**src/rtl/mips32_mem_pkg.sv**
```systemverilog
// Shared definitions for the unified instruction/data memory port arbiter.
package mips32_mem_pkg;

    localparam int AW_DEF         = 10;
    localparam int DW_DEF         = 32;
    localparam int MEM_LAT_DEF    = 1;
    localparam int STARVE_MAX_DEF = 4;

    localparam logic [1:0] ST_IDLE  = 2'd0;
    localparam logic [1:0] ST_ISSUE = 2'd1;
    localparam logic [1:0] ST_WAIT  = 2'd2;
    localparam logic [1:0] ST_DONE  = 2'd3;

    localparam logic SEL_IF = 1'b0;
    localparam logic SEL_D  = 1'b1;

    typedef struct packed {
        logic sel;
        logic we;
    } req_tag_t;

    // Last value the latency counter reaches in WAIT before the read data is valid.
    function automatic logic [2:0] lat_last(input int lat);
        return 3'(lat - 1);
    endfunction

endpackage

```
**src/rtl/arb_prio_starve.sv**
```systemverilog
// Priority select between fetch and data requesters with a saturating
// starvation counter that forces a fetch grant after STARVE_MAX data grants.
module arb_prio_starve
    import mips32_mem_pkg::*;
#(
    parameter int STARVE_MAX = STARVE_MAX_DEF
) (
    input  logic clk,
    input  logic rst_n,
    input  logic arb_en,
    input  logic if_req,
    input  logic d_req,
    output logic sel,
    output logic grant_valid
);

    localparam int CW = $clog2(STARVE_MAX + 1);
    localparam logic [CW-1:0] CNT_MAX = CW'(STARVE_MAX);

    logic [CW-1:0] starve_cnt_r;
    logic          force_if_s;

    // Fetch is forced once it has waited out STARVE_MAX data grants; otherwise data wins.
    always_comb begin
        force_if_s = if_req && (starve_cnt_r == CNT_MAX);
        if (force_if_s) begin
            sel = SEL_IF;
        end else if (d_req) begin
            sel = SEL_D;
        end else begin
            sel = SEL_IF;
        end
        grant_valid = arb_en && (if_req || d_req);
    end

    // Starvation counter: counts data grants that bypassed a pending fetch.
    always_ff @(posedge clk or negedge rst_n) begin
        if (!rst_n) begin
            starve_cnt_r <= {CW{1'b0}};
        end else if (grant_valid) begin
            if ((sel == SEL_IF) || !if_req) begin
                starve_cnt_r <= {CW{1'b0}};
            end else if (starve_cnt_r != CNT_MAX) begin
                starve_cnt_r <= starve_cnt_r + CW'(1);
            end else begin
                starve_cnt_r <= starve_cnt_r;
            end
        end else begin
            starve_cnt_r <= starve_cnt_r;
        end
    end

endmodule

```
**src/rtl/imem_dmem_port_arbiter.sv**
```systemverilog
// Shares the single-port unified memory between the fetch (IF) and data (D)
// stages: arbitrate, issue, wait the fixed read latency, return the response.
module imem_dmem_port_arbiter
    import mips32_mem_pkg::*;
#(
    parameter int AW         = AW_DEF,
    parameter int DW         = DW_DEF,
    parameter int MEM_LAT    = MEM_LAT_DEF,
    parameter int STARVE_MAX = STARVE_MAX_DEF
) (
    input  logic          clk,
    input  logic          rst_n,
    input  logic          halt,
    input  logic          if_req,
    input  logic [AW-1:0] if_addr,
    output logic          if_gnt,
    output logic          if_rvalid,
    output logic [DW-1:0] if_rdata,
    input  logic          d_req,
    input  logic          d_we,
    input  logic [AW-1:0] d_addr,
    input  logic [DW-1:0] d_wdata,
    output logic          d_gnt,
    output logic          d_done,
    output logic [DW-1:0] d_rdata,
    output logic          mem_en,
    output logic          mem_we,
    output logic [AW-1:0] mem_addr,
    output logic [DW-1:0] mem_wdata,
    input  logic [DW-1:0] mem_rdata,
    output logic          busy
);

    localparam logic [2:0] LAT_LAST = lat_last(MEM_LAT);

    logic [1:0]    state_r;
    logic [1:0]    state_nxt_s;
    logic [2:0]    lat_cnt_r;
    req_tag_t      tag_r;
    logic          arb_en_s;
    logic          sel_s;
    logic          grant_valid_s;
    logic          win_we_s;
    logic [AW-1:0] win_addr_s;
    logic [DW-1:0] win_wdata_s;
    logic          rsp_last_s;

    arb_prio_starve #(
        .STARVE_MAX(STARVE_MAX)
    ) u_arb (
        .clk        (clk),
        .rst_n      (rst_n),
        .arb_en     (arb_en_s),
        .if_req     (if_req),
        .d_req      (d_req),
        .sel        (sel_s),
        .grant_valid(grant_valid_s)
    );

    // Winner's request fields and the last-WAIT-cycle strobe.
    always_comb begin
        arb_en_s   = (state_r == ST_IDLE) && !halt;
        rsp_last_s = (state_r == ST_WAIT) && (lat_cnt_r == LAT_LAST);
        if (sel_s == SEL_D) begin
            win_we_s    = d_we;
            win_addr_s  = d_addr;
            win_wdata_s = d_wdata;
        end else begin
            win_we_s    = 1'b0;
            win_addr_s  = if_addr;
            win_wdata_s = {DW{1'b0}};
        end
    end

    // Next-state logic for the access sequencer.
    always_comb begin
        state_nxt_s = state_r;
        case (state_r)
            ST_IDLE: begin
                if (grant_valid_s) begin
                    state_nxt_s = ST_ISSUE;
                end else begin
                    state_nxt_s = ST_IDLE;
                end
            end
            ST_ISSUE: begin
                if (tag_r.we) begin
                    state_nxt_s = ST_DONE;
                end else begin
                    state_nxt_s = ST_WAIT;
                end
            end
            ST_WAIT: begin
                if (lat_cnt_r == LAT_LAST) begin
                    state_nxt_s = ST_DONE;
                end else begin
                    state_nxt_s = ST_WAIT;
                end
            end
            ST_DONE: state_nxt_s = ST_IDLE;
            default: state_nxt_s = ST_IDLE;
        endcase
    end

    // State, latency counter and latched winner tag.
    always_ff @(posedge clk or negedge rst_n) begin
        if (!rst_n) begin
            state_r   <= ST_IDLE;
            lat_cnt_r <= 3'd0;
            tag_r     <= '{sel: SEL_IF, we: 1'b0};
        end else begin
            state_r <= state_nxt_s;
            if ((state_r == ST_WAIT) && (lat_cnt_r != LAT_LAST)) begin
                lat_cnt_r <= lat_cnt_r + 3'd1;
            end else begin
                lat_cnt_r <= 3'd0;
            end
            if (grant_valid_s) begin
                tag_r <= '{sel: sel_s, we: win_we_s};
            end else begin
                tag_r <= tag_r;
            end
        end
    end

    // Registered grant, memory strobe and response outputs.
    always_ff @(posedge clk or negedge rst_n) begin
        if (!rst_n) begin
            if_gnt    <= 1'b0;
            d_gnt     <= 1'b0;
            mem_en    <= 1'b0;
            mem_we    <= 1'b0;
            mem_addr  <= {AW{1'b0}};
            mem_wdata <= {DW{1'b0}};
            if_rvalid <= 1'b0;
            if_rdata  <= {DW{1'b0}};
            d_done    <= 1'b0;
            d_rdata   <= {DW{1'b0}};
            busy      <= 1'b0;
        end else begin
            if_gnt <= grant_valid_s && (sel_s == SEL_IF);
            d_gnt  <= grant_valid_s && (sel_s == SEL_D);
            mem_en <= grant_valid_s;
            mem_we <= grant_valid_s && win_we_s;
            if (grant_valid_s) begin
                mem_addr  <= win_addr_s;
                mem_wdata <= win_wdata_s;
            end else begin
                mem_addr  <= mem_addr;
                mem_wdata <= mem_wdata;
            end
            // Stores complete straight out of ISSUE; reads complete at the end of WAIT.
            if_rvalid <= rsp_last_s && (tag_r.sel == SEL_IF);
            d_done    <= (rsp_last_s && (tag_r.sel == SEL_D)) ||
                         ((state_r == ST_ISSUE) && tag_r.we);
            if (rsp_last_s && (tag_r.sel == SEL_IF)) begin
                if_rdata <= mem_rdata;
            end else begin
                if_rdata <= if_rdata;
            end
            if (rsp_last_s && (tag_r.sel == SEL_D)) begin
                d_rdata <= mem_rdata;
            end else begin
                d_rdata <= d_rdata;
            end
            busy <= (state_nxt_s != ST_IDLE);
        end
    end

endmodule
```
**config.mk**
```make
export PLATFORM = sky130hd
export DESIGN_NAME = imem_dmem_port_arbiter
export DESIGN_NICKNAME = d
export VERILOG_FILES = /design/src/rtl/mips32_mem_pkg.sv /design/src/rtl/arb_prio_starve.sv /design/src/rtl/imem_dmem_port_arbiter.sv
export SDC_FILE = /design/constraint.sdc
export NUM_CORES = 1
export LEC_CHECK = 0
export ABC_AREA = 1
export ABC_CLOCK_PERIOD_IN_PS = 2100
export BUFFER_PORTS_ARGS = -buffer_cell sky130_fd_sc_hd__buf_4
export CAP_MARGIN = 20
export CORE_MARGIN = 1.5
export CORE_UTILIZATION = 52
export CTS_CLUSTER_SIZE = 24
export DETAILED_ROUTE_END_ITERATION = 8
export MAX_ROUTING_LAYER = met4
export PLACE_DENSITY = 0.85
export SYNTH_ARGS = -nofsm -noshare
export SYNTH_HDL_FRONTEND = slang
export SYNTH_SLANG_ARGS = --single-unit
```
**constraint.sdc**
```tcl
create_clock -name clk -period 2.1 [get_ports clk]
set_clock_uncertainty 0.05 [all_clocks]
set_input_delay 0.42 -clock clk [delete_from_list [all_inputs] [get_ports clk]]
set_output_delay 0.42 -clock clk [all_outputs]
set_load 0.01 [all_outputs]
```
==> impl_metrics.prom, run 1 <==
# TYPE chip_impl_metric gauge
chip_impl_info{name="layout.cells.most_common",value="sky130_fd_sc_hd__buf_4"} 1
chip_impl_metric{name="final-instance-count-excl-fill",unit=""} 853
chip_impl_info{name="status",value="complete, no violations"} 1
chip_impl_info{name="grt_setup_unrepaired",value="false"} 1
chip_impl_metric{name="antennaDiodeCount",unit=""} 0
chip_impl_metric{name="ratio_of_final_minimum_period_to_clock_period",unit="%"} 86.5
chip_impl_metric{name="fmax",unit="MHz"} 551
chip_impl_info{name="criticalPathCategory",value="reg2reg"} 1
chip_impl_metric{name="total_leakage_power",unit="nW"} 3.97
chip_impl_metric{name="worst_skew_pair.late_latency",unit="ns"} 0.49
chip_impl_metric{name="numPortBuffers",unit=""} 202
chip_impl_metric{name="syn_nets",unit=""} 603
chip_impl_metric{name="ir_worst_vdd",unit="V"} 0.000833
chip_impl_metric{name="num_io_pins",unit=""} 203
chip_impl_metric{name="p_total",unit="mW"} 11.8
chip_impl_info{name="crit_path_end_kind",value="flop"} 1
chip_impl_metric{name="postSynthRegisterBits",unit=""} 123
chip_impl_metric{name="floorplan.rows",unit=""} 35
chip_impl_metric{name="die-width",unit="um"} 102
chip_impl_metric{name="finalCoreUtilization",unit="%"} 77.7
chip_impl_metric{name="placed_cells",unit=""} 820
chip_impl_metric{name="hold_viol_final",unit=""} 0
chip_impl_metric{name="die_height",unit="um"} 102
chip_impl_metric{name="grt_pass1_vias",unit=""} 4237
chip_impl_metric{name="cts_repair_resize_count",unit=""} 0
chip_impl_metric{name="cts_clk_pin_slew_worst_paths",unit="ns"} 0.06
chip_impl_metric{name="grt_start_max_net_pins",unit=""} 66
chip_impl_metric{name="final_slew_viol_count",unit=""} 0
chip_impl_info{name="cts_tree",value="done"} 1
chip_impl_metric{name="p_switching",unit="mW"} 4.15
chip_impl_metric{name="num-fill-cells",unit=""} 623
chip_impl_metric{name="critical_path_required",unit="ns"} 2.41
chip_impl_metric{name="detail_route.wl_per_cell",unit="um"} 14.7
chip_impl_metric{name="final_nets",unit=""} 808
chip_impl_metric{name="totalNegativeSetupSlack",unit="ns"} 0
chip_impl_metric{name="timing.final.setup_violations",unit=""} 0
chip_impl_metric{name="first_pass_grt_wire_length",unit="um"} 20000
chip_impl_metric{name="hold-worst-slack",unit="ns"} 0.0662
chip_impl_info{name="clockRootBuffer",value="sky130_fd_sc_hd__clkbuf_8"} 1
chip_impl_metric{name="layout-area-overhead-vs-synth",unit="%"} 43.4
chip_impl_metric{name="synth_area",unit="sq um"} 5050
chip_impl_metric{name="worst_slew_margin_rel",unit="%"} 70.1
chip_impl_metric{name="grt_use_total",unit="%"} 25.9
chip_impl_metric{name="multiInputGateArea",unit="sq um"} 1550
chip_impl_metric{name="register_area",unit="sq um"} 3080
chip_impl_metric{name="critical_path_peak_fanout",unit=""} 50
chip_impl_metric{name="fp.coreArea",unit="sq um"} 9330
chip_impl_metric{name="gp_routability_congestion",unit=""} 0.781
chip_impl_metric{name="cts_inserted_buffers",unit=""} 17
chip_impl_info{name="worstPathCellList",value="inv_1 > ha_1 > inv_1 > nor2_4 > nand3_2 > buf_12 > nand2_1 > o21ai_0"} 1
chip_impl_metric{name="route.detailed.drc",unit=""} 0
chip_impl_metric{name="drt-pass1-iter-count",unit=""} 5
chip_impl_metric{name="cellPowerDensity",unit="nW/um^2"} 1630
chip_impl_metric{name="antenna_found_initial",unit=""} 0
chip_impl_metric{name="worst_endpoint_data_arrival_time",unit="ns"} 2.13
chip_impl_info{name="worstSetupStartpointType",value="flop"} 1
chip_impl_metric{name="synthesis.yosys.warnings",unit=""} 0
chip_impl_metric{name="pwr-share-clk",unit="%"} 25.7
chip_impl_metric{name="final.min_clock_period",unit="ns"} 1.82
chip_impl_metric{name="grt_overflow_total",unit=""} 0
chip_impl_metric{name="postSynthCellCount",unit=""} 506
chip_impl_metric{name="detailroute.via_count",unit=""} 4222
chip_impl_metric{name="initial_utilization",unit="%"} 54.1
chip_impl_metric{name="layout-drive-gt1-share",unit="%"} 39.5
chip_impl_metric{name="critical_path.max_stage_delay",unit="ns"} 0.40
chip_impl_metric{name="worst_slew_pin_slew",unit="ns"} 0.449
chip_impl_metric{name="detail_route.vias_per_cell",unit=""} 4.95
chip_impl_metric{name="cap_viol_max_count",unit=""} 0
chip_impl_metric{name="clock_path_buffers",unit=""} 2
chip_impl_info{name="slowest_stage",value="sky130_fd_sc_hd__dfrtp_1"} 1
chip_impl_metric{name="synth.distinct_cells",unit=""} 22
chip_impl_info{name="hp-class",value="in2reg"} 1
chip_impl_metric{name="comb_power_share",unit="%"} 39.0
chip_impl_metric{name="drtIter0Drc",unit=""} 190
chip_impl_metric{name="drt_wl_total",unit="um"} 12600
chip_impl_metric{name="floorplan.die_area",unit="sq um"} 10300
chip_impl_metric{name="share_seq_of_total_power",unit="%"} 35.3
chip_impl_info{name="final_cell_mix",value="207 x sky130_fd_sc_hd__buf_4, 184 x sky130_fd_sc_hd__nand2_1, 123 x sky130_fd_sc_hd__dfrtp_1"} 1
chip_impl_info{name="path_common_cell",value="sky130_fd_sc_hd__inv_1"} 1
chip_impl_metric{name="internal_power",unit="mW"} 7.64
chip_impl_metric{name="synthesis.area_per_instance",unit="sq um"} 9.98
chip_impl_metric{name="clock_sink_count",unit=""} 123
chip_impl_metric{name="dp_hpwl",unit="um"} 8910
chip_impl_metric{name="ys_seq_area_share",unit="%"} 61.0
chip_impl_metric{name="swShare",unit="%"} 35.2
chip_impl_metric{name="htree_num_levels",unit=""} 4
chip_impl_metric{name="final_antenna_net_count",unit=""} 0
-- flip-flops by register name, indices dropped and copies added (netlist names) --
signal / flops
mem_addr: 10
state_r: 2
mem_en: 1
if_gnt: 1
d_gnt: 1
u_arb.starve_cnt_r: 3
mem_we: 1
d_done: 1
tag_r: 2
mem_wdata: 32
lat_cnt_r: 3
if_rvalid: 1
if_rdata: 32
d_rdata: 32
busy: 1
-- stage by stage --
step / worst slack (ns) / instance area, sq um
3_3_place_gp: 0.422 / 6610
4_1_cts: 0.253 / 7240
6_report: 0.284 / 7240
5_1_grt: 0.103 / 7240
2_1_floorplan: 0.710 / 5050
3_5_place_dp: 0.274 / 6610
-- Yosys cell counts --
cell type,number,area share (%)
sky130_fd_sc_hd__nand2_1,184,14
sky130_fd_sc_hd__dfrtp_1,123,61
sky130_fd_sc_hd__inv_1,48,3.6
sky130_fd_sc_hd__o21ai_2,37,6.4
sky130_fd_sc_hd__nand3_1,26,2.6
sky130_fd_sc_hd__o21ai_0,20,2.0
sky130_fd_sc_hd__buf_6,16,3.6
sky130_fd_sc_hd__nand4_1,10,1.2
sky130_fd_sc_hd__o21ai_1,9,0.89
sky130_fd_sc_hd__ha_1,7,1.7
sky130_fd_sc_hd__buf_4,4,0.59
sky130_fd_sc_hd__clkbuf_1,4,0.30
sky130_fd_sc_hd__nor2_1,4,0.30
sky130_fd_sc_hd__nor2_4,3,0.67
sky130_fd_sc_hd__buf_2,2,0.20
sky130_fd_sc_hd__nand3_2,2,0.40
sky130_fd_sc_hd__nor3_1,2,0.20
sky130_fd_sc_hd__inv_4,1,0.12
sky130_fd_sc_hd__nand2_2,1,0.12
sky130_fd_sc_hd__nor3b_1,1,0.15
sky130_fd_sc_hd__xnor2_1,1,0.17
sky130_fd_sc_hd__xor2_1,1,0.17
-- cells by family (layout without fill, tap and decap cells) --
group,count (synthesis),after routing,synth area share (%)
flip-flops,123,123,61.0
AO/OA/AOI/OAI,66,66,9.29
XOR/XNOR,2,2,0.347
buffers and inverters,75,293,8.35
adder cells (fa/ha/maj),7,7,1.73
AND/OR/NAND/NOR,233,233,19.3
-- timing repair --
| action | in CTS | in global routing |
|---|---|---|
| setup buffers | 0 | 0 |
| hold buffers | 1 | 0 |
| hold endpoints to repair | 24 | 0 |
-- final timing paths --
path | start | to | slack, ns | cells after the start
max | lat_cnt_r[0]$_DFF_PN0_ | d_rdata[10]$_DFFE_PN0P_ | 0.28 | 8
min reg2reg | mem_wdata[29]$_DFFE_PN0P_ | mem_wdata[29]$_DFFE_PN0P_ | 0.43 | 2
max reg2reg | lat_cnt_r[0]$_DFF_PN0_ | d_rdata[10]$_DFFE_PN0P_ | 0.28 | 8
min in group asynchronous | rst_n | d_rdata[19]$_DFFE_PN0P_ | 0.34 | 2
max in group asynchronous | rst_n | if_rdata[30]$_DFFE_PN0P_ | 1.05 | 3
min | d_wdata[20] | mem_wdata[20]$_DFFE_PN0P_ | 0.07 | 3
-- layer usage --
metal	vias to the layer above	share of wire (%)	track usage (%)	routed length, um
met5	-	0	-	0
met4	0	1.2	8.65	150
met3	12	7.5	6.21	948
met2	204	51	43.1	6450
met1	2001	40	31.0	5020
li1	2005	-	-	-
-- power by group through the flow --
stage,Combinational (mW),Clock [mW],Sequential (mW)
6_report,4.60,3.03,4.16
5_1_grt,5.05,3.20,4.28
4_1_cts,4.66,3.07,4.16
3_5_place_dp,4.62,0,4.16
3_3_place_gp,4.41,0,4.13
2_1_floorplan,2.01,0,4.56
-- critical path: cells and delay by family (launching register included) --
family | cells | cell delay (ns)
and+or+nand+nor | 3 | 0.54
buffers and inverters | 3 | 0.44
adders and majority gates | 1 | 0.15
DFF | 1 | 0.40
AOI/OAI and AO/OA | 1 | 0.09
-- cell type report --
type / instances / area share [%]
clock buffers: 19 / 5.96
clock inverters: 13 / 2.64
inverters: 49 / 2.57
multi-input cells: 308 / 21.4
flip-flops and latches: 123 / 42.5
well taps: 129 / 2.23
repair buffers: 212 / 22.7
(Power assumes the default switching activity.)
==> run 2: changes to the inputs <==
Settings changed: ABC_CLOCK_PERIOD_IN_PS 2100 to 2200.
Clock period 2.1 ns to 2.2 ns, I/O delays scaled along.
==> run 2 against run 1 <==
Effect of this change:
- die area unchanged
- sequential power shrank 5%
- maximum frequency shrank 5.2%
- combinational power decreased by 4%
- worst setup slack is essentially flat
- routed wire length down 0.46%
- critical path depth stayed put
- worst hold slack improved by 0.020 ns
- total power down 7.0%
- via count increased by 0.95%
==> impl_metrics.prom, run 2 (synthesized netlist as in run 1, its figures left out) <==
# TYPE chip_impl_metric gauge
chip_impl_info{name="grt_setup_unrepaired",value="false"} 1
chip_impl_info{name="holdPathEnd",value="mem_wdata[14]$_DFFE_PN0P_"} 1
chip_impl_metric{name="first_pass_grt_wire_length",unit="um"} 20200
chip_impl_metric{name="fp.coreArea",unit="sq um"} 9330
chip_impl_metric{name="die-width",unit="um"} 102
chip_impl_metric{name="layout-drive-gt1-share",unit="%"} 39.5
chip_impl_metric{name="timing.final.setup_violations",unit=""} 0
chip_impl_metric{name="fmax",unit="MHz"} 522
chip_impl_metric{name="grt_start_max_net_pins",unit=""} 66
chip_impl_metric{name="floorplan.die_area",unit="sq um"} 10300
chip_impl_metric{name="numPortBuffers",unit=""} 202
chip_impl_info{name="final_cell_mix",value="207 x sky130_fd_sc_hd__buf_4, 184 x sky130_fd_sc_hd__nand2_1, 123 x sky130_fd_sc_hd__dfrtp_1"} 1
chip_impl_metric{name="detail_route.vias_per_cell",unit=""} 5.00
chip_impl_info{name="topRoutingLayerUsed",value="met4"} 1
chip_impl_metric{name="cts_clk_pin_slew_worst_paths",unit="ns"} 0.06
chip_impl_metric{name="worst_slew_pin_slew",unit="ns"} 0.502
chip_impl_metric{name="finalCoreUtilization",unit="%"} 77.2
chip_impl_metric{name="critical_path_required",unit="ns"} 2.52
chip_impl_metric{name="final_slew_viol_count",unit=""} 0
chip_impl_info{name="crit_path_end_kind",value="flop"} 1
chip_impl_metric{name="timing.reg2reg.worst_path_depth",unit=""} 8
chip_impl_metric{name="final_nets",unit=""} 809
chip_impl_metric{name="p_total",unit="mW"} 11.0
chip_impl_info{name="end_of_the_worst_register_to_register_path",value="d_rdata[9]$_DFFE_PN0P_"} 1
chip_impl_metric{name="clock_path_buffers",unit=""} 2
chip_impl_metric{name="antennaDiodeCount",unit=""} 0
chip_impl_info{name="cts_tree",value="done"} 1
chip_impl_metric{name="grt_use_total",unit="%"} 26.1
chip_impl_metric{name="placed_cells",unit=""} 821
chip_impl_metric{name="drt-pass1-iter-count",unit=""} 4
chip_impl_metric{name="detailroute.via_count",unit=""} 4262
chip_impl_metric{name="ratio_of_final_minimum_period_to_clock_period",unit="%"} 87.1
chip_impl_metric{name="final.min_clock_period",unit="ns"} 1.92
chip_impl_metric{name="num-fill-cells",unit=""} 621
chip_impl_metric{name="drtIter0Drc",unit=""} 189
chip_impl_metric{name="floorplan.rows",unit=""} 35
chip_impl_metric{name="ff2ff_setup_slack",unit="ns"} 0.28
chip_impl_metric{name="detail_route.wl_per_cell",unit="um"} 14.7
chip_impl_metric{name="grt_pass1_vias",unit=""} 4274
chip_impl_info{name="path_common_cell",value="sky130_fd_sc_hd__inv_1"} 1
chip_impl_metric{name="grt_overflow_total",unit=""} 0
chip_impl_metric{name="route.detailed.drc",unit=""} 0
chip_impl_metric{name="worst_skew_pair.late_latency",unit="ns"} 0.50
chip_impl_metric{name="dp_worst_setup_slack",unit="ns"} 0.305
chip_impl_info{name="worstSetupStartpointType",value="flop"} 1
chip_impl_metric{name="cap_viol_max_count",unit=""} 0
chip_impl_metric{name="register_area",unit="sq um"} 3080
chip_impl_metric{name="gp_routability_congestion",unit=""} 0.779
chip_impl_metric{name="dp_hpwl",unit="um"} 8590
chip_impl_info{name="worstPathCellList",value="inv_1 > ha_1 > inv_1 > nor2_4 > nand3_2 > buf_12 > nand2_1 > o21ai_0"} 1
chip_impl_info{name="layout.cells.most_common",value="sky130_fd_sc_hd__buf_4"} 1
chip_impl_info{name="clockRootBuffer",value="sky130_fd_sc_hd__clkbuf_8"} 1
chip_impl_metric{name="final_antenna_net_count",unit=""} 0
chip_impl_metric{name="cellPowerDensity",unit="nW/um^2"} 1520
chip_impl_info{name="criticalPathCategory",value="reg2reg"} 1
chip_impl_metric{name="cts_inserted_buffers",unit=""} 17
chip_impl_metric{name="htree_num_levels",unit=""} 4
chip_impl_metric{name="initial_utilization",unit="%"} 54.1
chip_impl_metric{name="multiInputGateArea",unit="sq um"} 1550
chip_impl_metric{name="clock_sink_count",unit=""} 123
chip_impl_metric{name="drt_wl_total",unit="um"} 12500
chip_impl_metric{name="critical_path_peak_fanout",unit=""} 28
chip_impl_metric{name="hold_path_depth",unit=""} 3
chip_impl_metric{name="ir_worst_vdd",unit="V"} 0.000858
chip_impl_metric{name="antenna_found_initial",unit=""} 0
chip_impl_metric{name="detailroute.wirelength.met2",unit="um"} 6250
chip_impl_metric{name="critical_path.max_stage_delay",unit="ns"} 0.42
chip_impl_metric{name="met3_length",unit="um"} 992
chip_impl_metric{name="worst_slack",unit="ns"} 0.284
chip_impl_info{name="largestRegisters",value="d_rdata: 32 flops, if_rdata: 32 flops, mem_wdata: 32 flops"} 1
chip_impl_metric{name="worst_slew_margin_rel",unit="%"} 66.5
chip_impl_metric{name="post-route-cell-area",unit="sq um"} 7200
chip_impl_info{name="hp-start",value="d_wdata[14]"} 1
chip_impl_info{name="status",value="complete, no violations"} 1
chip_impl_metric{name="totalNegativeSetupSlack",unit="ns"} 0
chip_impl_metric{name="final-instance-count-excl-fill",unit=""} 853
chip_impl_metric{name="met1Wirelength",unit="um"} 4990
chip_impl_metric{name="total_leakage_power",unit="nW"} 3.95
chip_impl_metric{name="hold-worst-slack",unit="ns"} 0.0863
chip_impl_metric{name="cts_repair_resize_count",unit=""} 0
chip_impl_info{name="slowest_stage",value="sky130_fd_sc_hd__nand3_2"} 1
chip_impl_metric{name="die_height",unit="um"} 102
chip_impl_info{name="hp-class",value="in2reg"} 1
chip_impl_info{name="r2r_start",value="lat_cnt_r[0]$_DFF_PN0_"} 1
chip_impl_metric{name="cell_area_after_placement",unit="sq um"} 6630
chip_impl_metric{name="num_io_pins",unit=""} 203
chip_impl_metric{name="layout-area-overhead-vs-synth",unit="%"} 42.5
chip_impl_metric{name="hold_viol_final",unit=""} 0
chip_impl_metric{name="worst_endpoint_data_arrival_time",unit="ns"} 2.23
run 2: worst max path at each step:
stage	startpoint	to	slack (ns)	cells after the start
5_1_grt	lat_cnt_r[0]$_DFF_PN0_	d_rdata[9]$_DFFE_PN0P_	0.08	8
2_1_floorplan	lat_cnt_r[0]$_DFF_PN0_	if_rdata[24]$_DFFE_PN0P_	0.81	9
3_5_place_dp	lat_cnt_r[0]$_DFF_PN0_	d_rdata[7]$_DFFE_PN0P_	0.31	8
3_3_place_gp	lat_cnt_r[0]$_DFF_PN0_	d_rdata[9]$_DFFE_PN0P_	0.38	8
6_report	lat_cnt_r[0]$_DFF_PN0_	d_rdata[9]$_DFFE_PN0P_	0.28	8
4_1_cts	lat_cnt_r[0]$_DFF_PN0_	d_rdata[9]$_DFFE_PN0P_	0.27	8
run 2: layout make-up:
type / count / share of cell area, %
clock inverter: 12 / 1.74
inverter: 49 / 2.59
timing repair buffer: 213 / 23.1
clock buffer: 19 / 6.00
sequential: 123 / 42.8
tap: 129 / 2.24
multi-input combinational: 308 / 21.5
run 2: timing repair:
action,in CTS,in global routing
hold buffers,1,0
setup buffers,0,0
hold endpoints to repair,123,0
run 2: worst max-delay path, delay by kind of cell (launching register included):
family          cells  cell delay, ns
compound gates      1            0.08
fa+ha+maj           1            0.14
buf+inv             3            0.46
flops               1            0.40
simple gates        3            0.64
run 2: power by group:
group	leakage, nW	total (mW)	switching, mW	internal [mW]
Combinational	2.14	4.40	2.29	2.11
Clock	0.269	2.61	0.979	1.63
Sequential	1.54	3.96	0.623	3.33
run 2: layer usage:
layer,vias to the layer above,track usage [%]
met5,-,-
li1,2007,-
met2,215,41.7
met3,24,6.28
met4,0,11.0
met1,2016,31.9
==> run 3: changes to the inputs <==
Settings changed: CORE_ASPECT_RATIO from default to 0.6, CORE_UTILIZATION 52 to 51, PLACE_DENSITY 0.85 to 0.84, SYNTH_HIERARCHICAL from default to 1.
==> run 3 against run 2 <==
Effect of this change:
- total power decreased by 0.47%
- critical path depth is 3 higher
- synthesized area decreased by 3.9%
- critical endpoint is now mem_wdata[29]$_DFFE_PN0P_
==> impl_metrics.prom, run 3 <==
# TYPE chip_impl_metric gauge
chip_impl_metric{name="hold_path_depth",unit=""} 3
chip_impl_metric{name="cts_clk_pin_slew_worst_paths",unit="ns"} 0.05
chip_impl_info{name="clockRootBuffer",value="sky130_fd_sc_hd__clkbuf_16"} 1
chip_impl_info{name="largestRegisters",value="d_rdata: 32 flops, if_rdata: 32 flops, mem_wdata: 32 flops"} 1
chip_impl_info{name="crit_path_max_delay_family",value="simple AND/OR/NAND/NOR gates"} 1
chip_impl_metric{name="postSynthRegisterBits",unit=""} 123
chip_impl_metric{name="clock_sink_count",unit=""} 123
chip_impl_metric{name="hold-worst-slack",unit="ns"} 0.176
chip_impl_metric{name="compound_gate_portion_of_the_synthesized_area",unit="%"} 0.413
chip_impl_metric{name="die-width",unit="um"} 129
chip_impl_metric{name="detailroute.via_count",unit=""} 4417
chip_impl_metric{name="ys_seq_area_share",unit="%"} 63.4
chip_impl_metric{name="number_of_flops_mapped_to_enable_cells_by_yosys",unit=""} 0
chip_impl_metric{name="cellPowerDensity",unit="nW/um^2"} 1520
chip_impl_metric{name="synth.distinct_cells",unit=""} 21
chip_impl_metric{name="synthSimpleGateAreaFrac",unit="%"} 29.9
chip_impl_metric{name="final_antenna_net_count",unit=""} 0
chip_impl_info{name="worstPathCellList",value="inv_1 > ha_1 > inv_1 > nor2_1 > inv_1 > nor2_2 > nand2_1 > clkinv_1 > buf_12 > nand2_1 > nand2_1"} 1
chip_impl_metric{name="dp_worst_setup_slack",unit="ns"} 0.311
chip_impl_metric{name="floorplan.rows",unit=""} 27
chip_impl_info{name="r2r_start",value="state_r[0]$_DFF_PN0_"} 1
chip_impl_metric{name="htree_num_levels",unit=""} 4
chip_impl_metric{name="finalCoreUtilization",unit="%"} 77.9
chip_impl_metric{name="cap_viol_max_count",unit=""} 0
chip_impl_metric{name="final_slew_viol_count",unit=""} 0
chip_impl_info{name="yosysTopAreaCell",value="sky130_fd_sc_hd__dfrtp_1"} 1
chip_impl_metric{name="hold_viol_final",unit=""} 0
chip_impl_metric{name="ff2ff_setup_slack",unit="ns"} 0.23
chip_impl_metric{name="clock_path_buffers",unit=""} 2
chip_impl_info{name="status",value="complete, no violations"} 1
chip_impl_metric{name="post-synth-top-area-fraction",unit="%"} 63.4
chip_impl_info{name="hp-class",value="in2reg"} 1
chip_impl_metric{name="cts_inserted_buffers",unit=""} 17
chip_impl_metric{name="worst_skew_pair.late_latency",unit="ns"} 0.40
chip_impl_metric{name="antenna_found_initial",unit=""} 0
chip_impl_info{name="slowest_stage",value="sky130_fd_sc_hd__dfrtp_1"} 1
chip_impl_metric{name="timing.final.setup_violations",unit=""} 0
chip_impl_metric{name="floorplan.die_area",unit="sq um"} 10100
chip_impl_metric{name="grt_start_max_net_pins",unit=""} 44
chip_impl_metric{name="yosys-mux-area-fraction",unit="%"} 0
chip_impl_metric{name="grt_pass1_vias",unit=""} 4373
chip_impl_info{name="criticalPathCategory",value="reg2reg"} 1
chip_impl_metric{name="postSynthCellCount",unit=""} 543
chip_impl_metric{name="ratio_of_final_minimum_period_to_clock_period",unit="%"} 89.4
chip_impl_metric{name="dp_hpwl",unit="um"} 9300
chip_impl_info{name="crit_path_end_kind",value="flop"} 1
chip_impl_metric{name="detail_route.vias_per_cell",unit=""} 4.92
chip_impl_metric{name="critical_path_required",unit="ns"} 2.48
chip_impl_metric{name="fp.coreArea",unit="sq um"} 9220
chip_impl_metric{name="layout-area-overhead-vs-synth",unit="%"} 48.0
chip_impl_metric{name="worst-path-buf-inv",unit=""} 5
chip_impl_metric{name="timing.reg2reg.worst_path_depth",unit=""} 11
chip_impl_metric{name="critical_path.max_stage_delay",unit="ns"} 0.38
chip_impl_metric{name="synthXorXnorAreaFrac",unit="%"} 0.181
chip_impl_metric{name="synth-adder-area-share",unit="%"} 1.81
chip_impl_metric{name="drt-pass1-iter-count",unit=""} 5
chip_impl_info{name="synthTopCellsByCount",value="331 x sky130_fd_sc_hd__nand2_1, 123 x sky130_fd_sc_hd__dfrtp_1, 16 x sky130_fd_sc_hd__inv_1"} 1
chip_impl_info{name="layout.cells.most_common",value="sky130_fd_sc_hd__nand2_1"} 1
chip_impl_metric{name="antennaDiodeCount",unit=""} 0
chip_impl_info{name="largest_cells_by_area_after_synthesis",value="sky130_fd_sc_hd__dfrtp_1 63%, sky130_fd_sc_hd__nand2_1 26%, sky130_fd_sc_hd__ha_1 1.8%, sky130_fd_sc_hd__nand3_1 1.5%, sky130_fd_sc_hd__inv_1 1.2%"} 1
chip_impl_info{name="holdPathEnd",value="mem_wdata[26]$_DFFE_PN0P_"} 1
chip_impl_metric{name="initial_utilization",unit="%"} 52.6
chip_impl_metric{name="detail_route.wl_per_cell",unit="um"} 15.1
chip_impl_metric{name="worst_endpoint_data_arrival_time",unit="ns"} 2.25
chip_impl_metric{name="die_height",unit="um"} 78.6
chip_impl_metric{name="critical_path_peak_fanout",unit=""} 43
chip_impl_info{name="synth_most_common_cell",value="sky130_fd_sc_hd__nand2_1"} 1
chip_impl_metric{name="grt_use_total",unit="%"} 29.0
chip_impl_metric{name="total_leakage_power",unit="nW"} 4.06
chip_impl_metric{name="drtIter0Drc",unit=""} 300
chip_impl_metric{name="numPortBuffers",unit=""} 202
chip_impl_metric{name="syn_nets",unit=""} 640
chip_impl_metric{name="drt_wl_total",unit="um"} 13600
chip_impl_metric{name="ir_worst_vdd",unit="V"} 0.000802
chip_impl_metric{name="synth_area",unit="sq um"} 4850
chip_impl_metric{name="first_pass_grt_wire_length",unit="um"} 21600
chip_impl_metric{name="worst_slew_pin_slew",unit="ns"} 0.548
chip_impl_info{name="cts_tree",value="done"} 1
chip_impl_metric{name="fmax",unit="MHz"} 509
chip_impl_metric{name="worst_slack",unit="ns"} 0.234
chip_impl_info{name="worstSetupStartpointType",value="flop"} 1
chip_impl_metric{name="synthesis.yosys.warnings",unit=""} 6
chip_impl_metric{name="num_io_pins",unit=""} 203
chip_impl_info{name="final_cell_mix",value="331 x sky130_fd_sc_hd__nand2_1, 209 x sky130_fd_sc_hd__buf_4, 123 x sky130_fd_sc_hd__dfrtp_1"} 1
chip_impl_metric{name="synthesis.area_per_instance",unit="sq um"} 8.94
chip_impl_metric{name="final_nets",unit=""} 853
chip_impl_info{name="hp-start",value="d_wdata[26]"} 1
chip_impl_info{name="end_of_the_worst_register_to_register_path",value="mem_wdata[29]$_DFFE_PN0P_"} 1
chip_impl_info{name="grt_setup_unrepaired",value="false"} 1
chip_impl_info{name="postSynth.topFlopCell",value="sky130_fd_sc_hd__dfrtp_1"} 1
chip_impl_metric{name="totalNegativeSetupSlack",unit="ns"} 0
chip_impl_metric{name="worst_slew_margin_rel",unit="%"} 63.5
chip_impl_metric{name="final.min_clock_period",unit="ns"} 1.97
chip_impl_metric{name="route.detailed.drc",unit=""} 0
chip_impl_info{name="synth_top_family_by_area",value="simple AND/OR/NAND/NOR gates"} 1
chip_impl_metric{name="postCtsSetupBuffers",unit=""} 0
chip_impl_metric{name="ys_async_sr_fraction",unit="%"} 100
chip_impl_metric{name="grt_overflow_total",unit=""} 0
chip_impl_metric{name="layout-drive-gt1-share",unit="%"} 33.5
chip_impl_metric{name="gp_routability_congestion",unit=""} 0.800
run 3: cells by family after synthesis:
group | after synthesis
and+or+nand+nor | 366
buffers and inverters | 42
xor gates and xnor gates | 1
DFF | 123
AOI/OAI and AO/OA | 4
adders and majority gates | 7
run 3: worst register-to-register path, cell delays in order, from the launching register on:
cell and delay, ns:
sky130_fd_sc_hd__dfrtp_1 0.38, sky130_fd_sc_hd__inv_1 0.08, sky130_fd_sc_hd__ha_1 0.20, sky130_fd_sc_hd__inv_1 0.06, sky130_fd_sc_hd__nor2_1 0.10, sky130_fd_sc_hd__inv_1 0.06, sky130_fd_sc_hd__nor2_2 0.28, sky130_fd_sc_hd__nand2_1 0.16
sky130_fd_sc_hd__clkinv_1 0.10, sky130_fd_sc_hd__buf_12 0.21, sky130_fd_sc_hd__nand2_1 0.11, sky130_fd_sc_hd__nand2_1 0.09
run 3: layout make-up:
class                           instances  area, sq um
Fill cell                             605         2040
Sequential cell                       123         3080
Clock buffer                           23          478
Tap cell                              130          163
Timing Repair Buffer                  215         1680
Multi-Input combinational cell        378         1570
Clock inverter                          8          140
Inverter                               21         78.8
run 3: how the worst max path moves through the flow:
stage	cells past startpoint	from	slack, ns	to
floorplan	11	state_r[0]$_DFF_PN0_	0.54	mem_addr[2]$_DFFE_PN0P_
global placement	11	state_r[0]$_DFF_PN0_	0.43	mem_addr[0]$_DFFE_PN0P_
CTS	11	state_r[0]$_DFF_PN0_	0.24	mem_wdata[29]$_DFFE_PN0P_
global route	11	state_r[0]$_DFF_PN0_	0.07	mem_wdata[29]$_DFFE_PN0P_
detailed placement	11	state_r[0]$_DFF_PN0_	0.31	mem_addr[7]$_DFFE_PN0P_
finish	11	state_r[0]$_DFF_PN0_	0.23	mem_wdata[29]$_DFFE_PN0P_
run 3: repair_timing:
action | CTS | global route
hold buffers | 1 | 0
gates resized for setup | 0 | 0
endpoints found under the hold margin | 35 | 0
run 3: metrics by stage:
step | std cells | instance area (sq um) | total power, mW
after floorplan | 543 | 4850 | 5.80
after global placement | 866 | 6550 | 7.79
after detailed placement | 866 | 6550 | 7.98
after CTS | 898 | 7180 | 11.0
after global routing | 898 | 7180 | 11.6
final | 898 | 7180 | 10.9
run 3: routing by layer:
| layer | global-route usage (%) | share of wire, % | up-vias |
|---|---|---|---|
| met5 | - | 0 | - |
| met4 | 14.5 | 3.1 | 0 |
| met3 | 5.45 | 7.1 | 38 |
| met2 | 44.4 | 48 | 209 |
| met1 | 37.4 | 42 | 2102 |
| li1 | - | - | 2068 |
run 3: power breakdown:
group | leakage [nW] | switching [mW] | internal, mW | total [mW]
registers | 1.55 | 0.585 | 3.26 | 3.85
clock network | 0.307 | 0.945 | 1.97 | 2.92
logic | 2.20 | 2.23 | 1.91 | 4.14
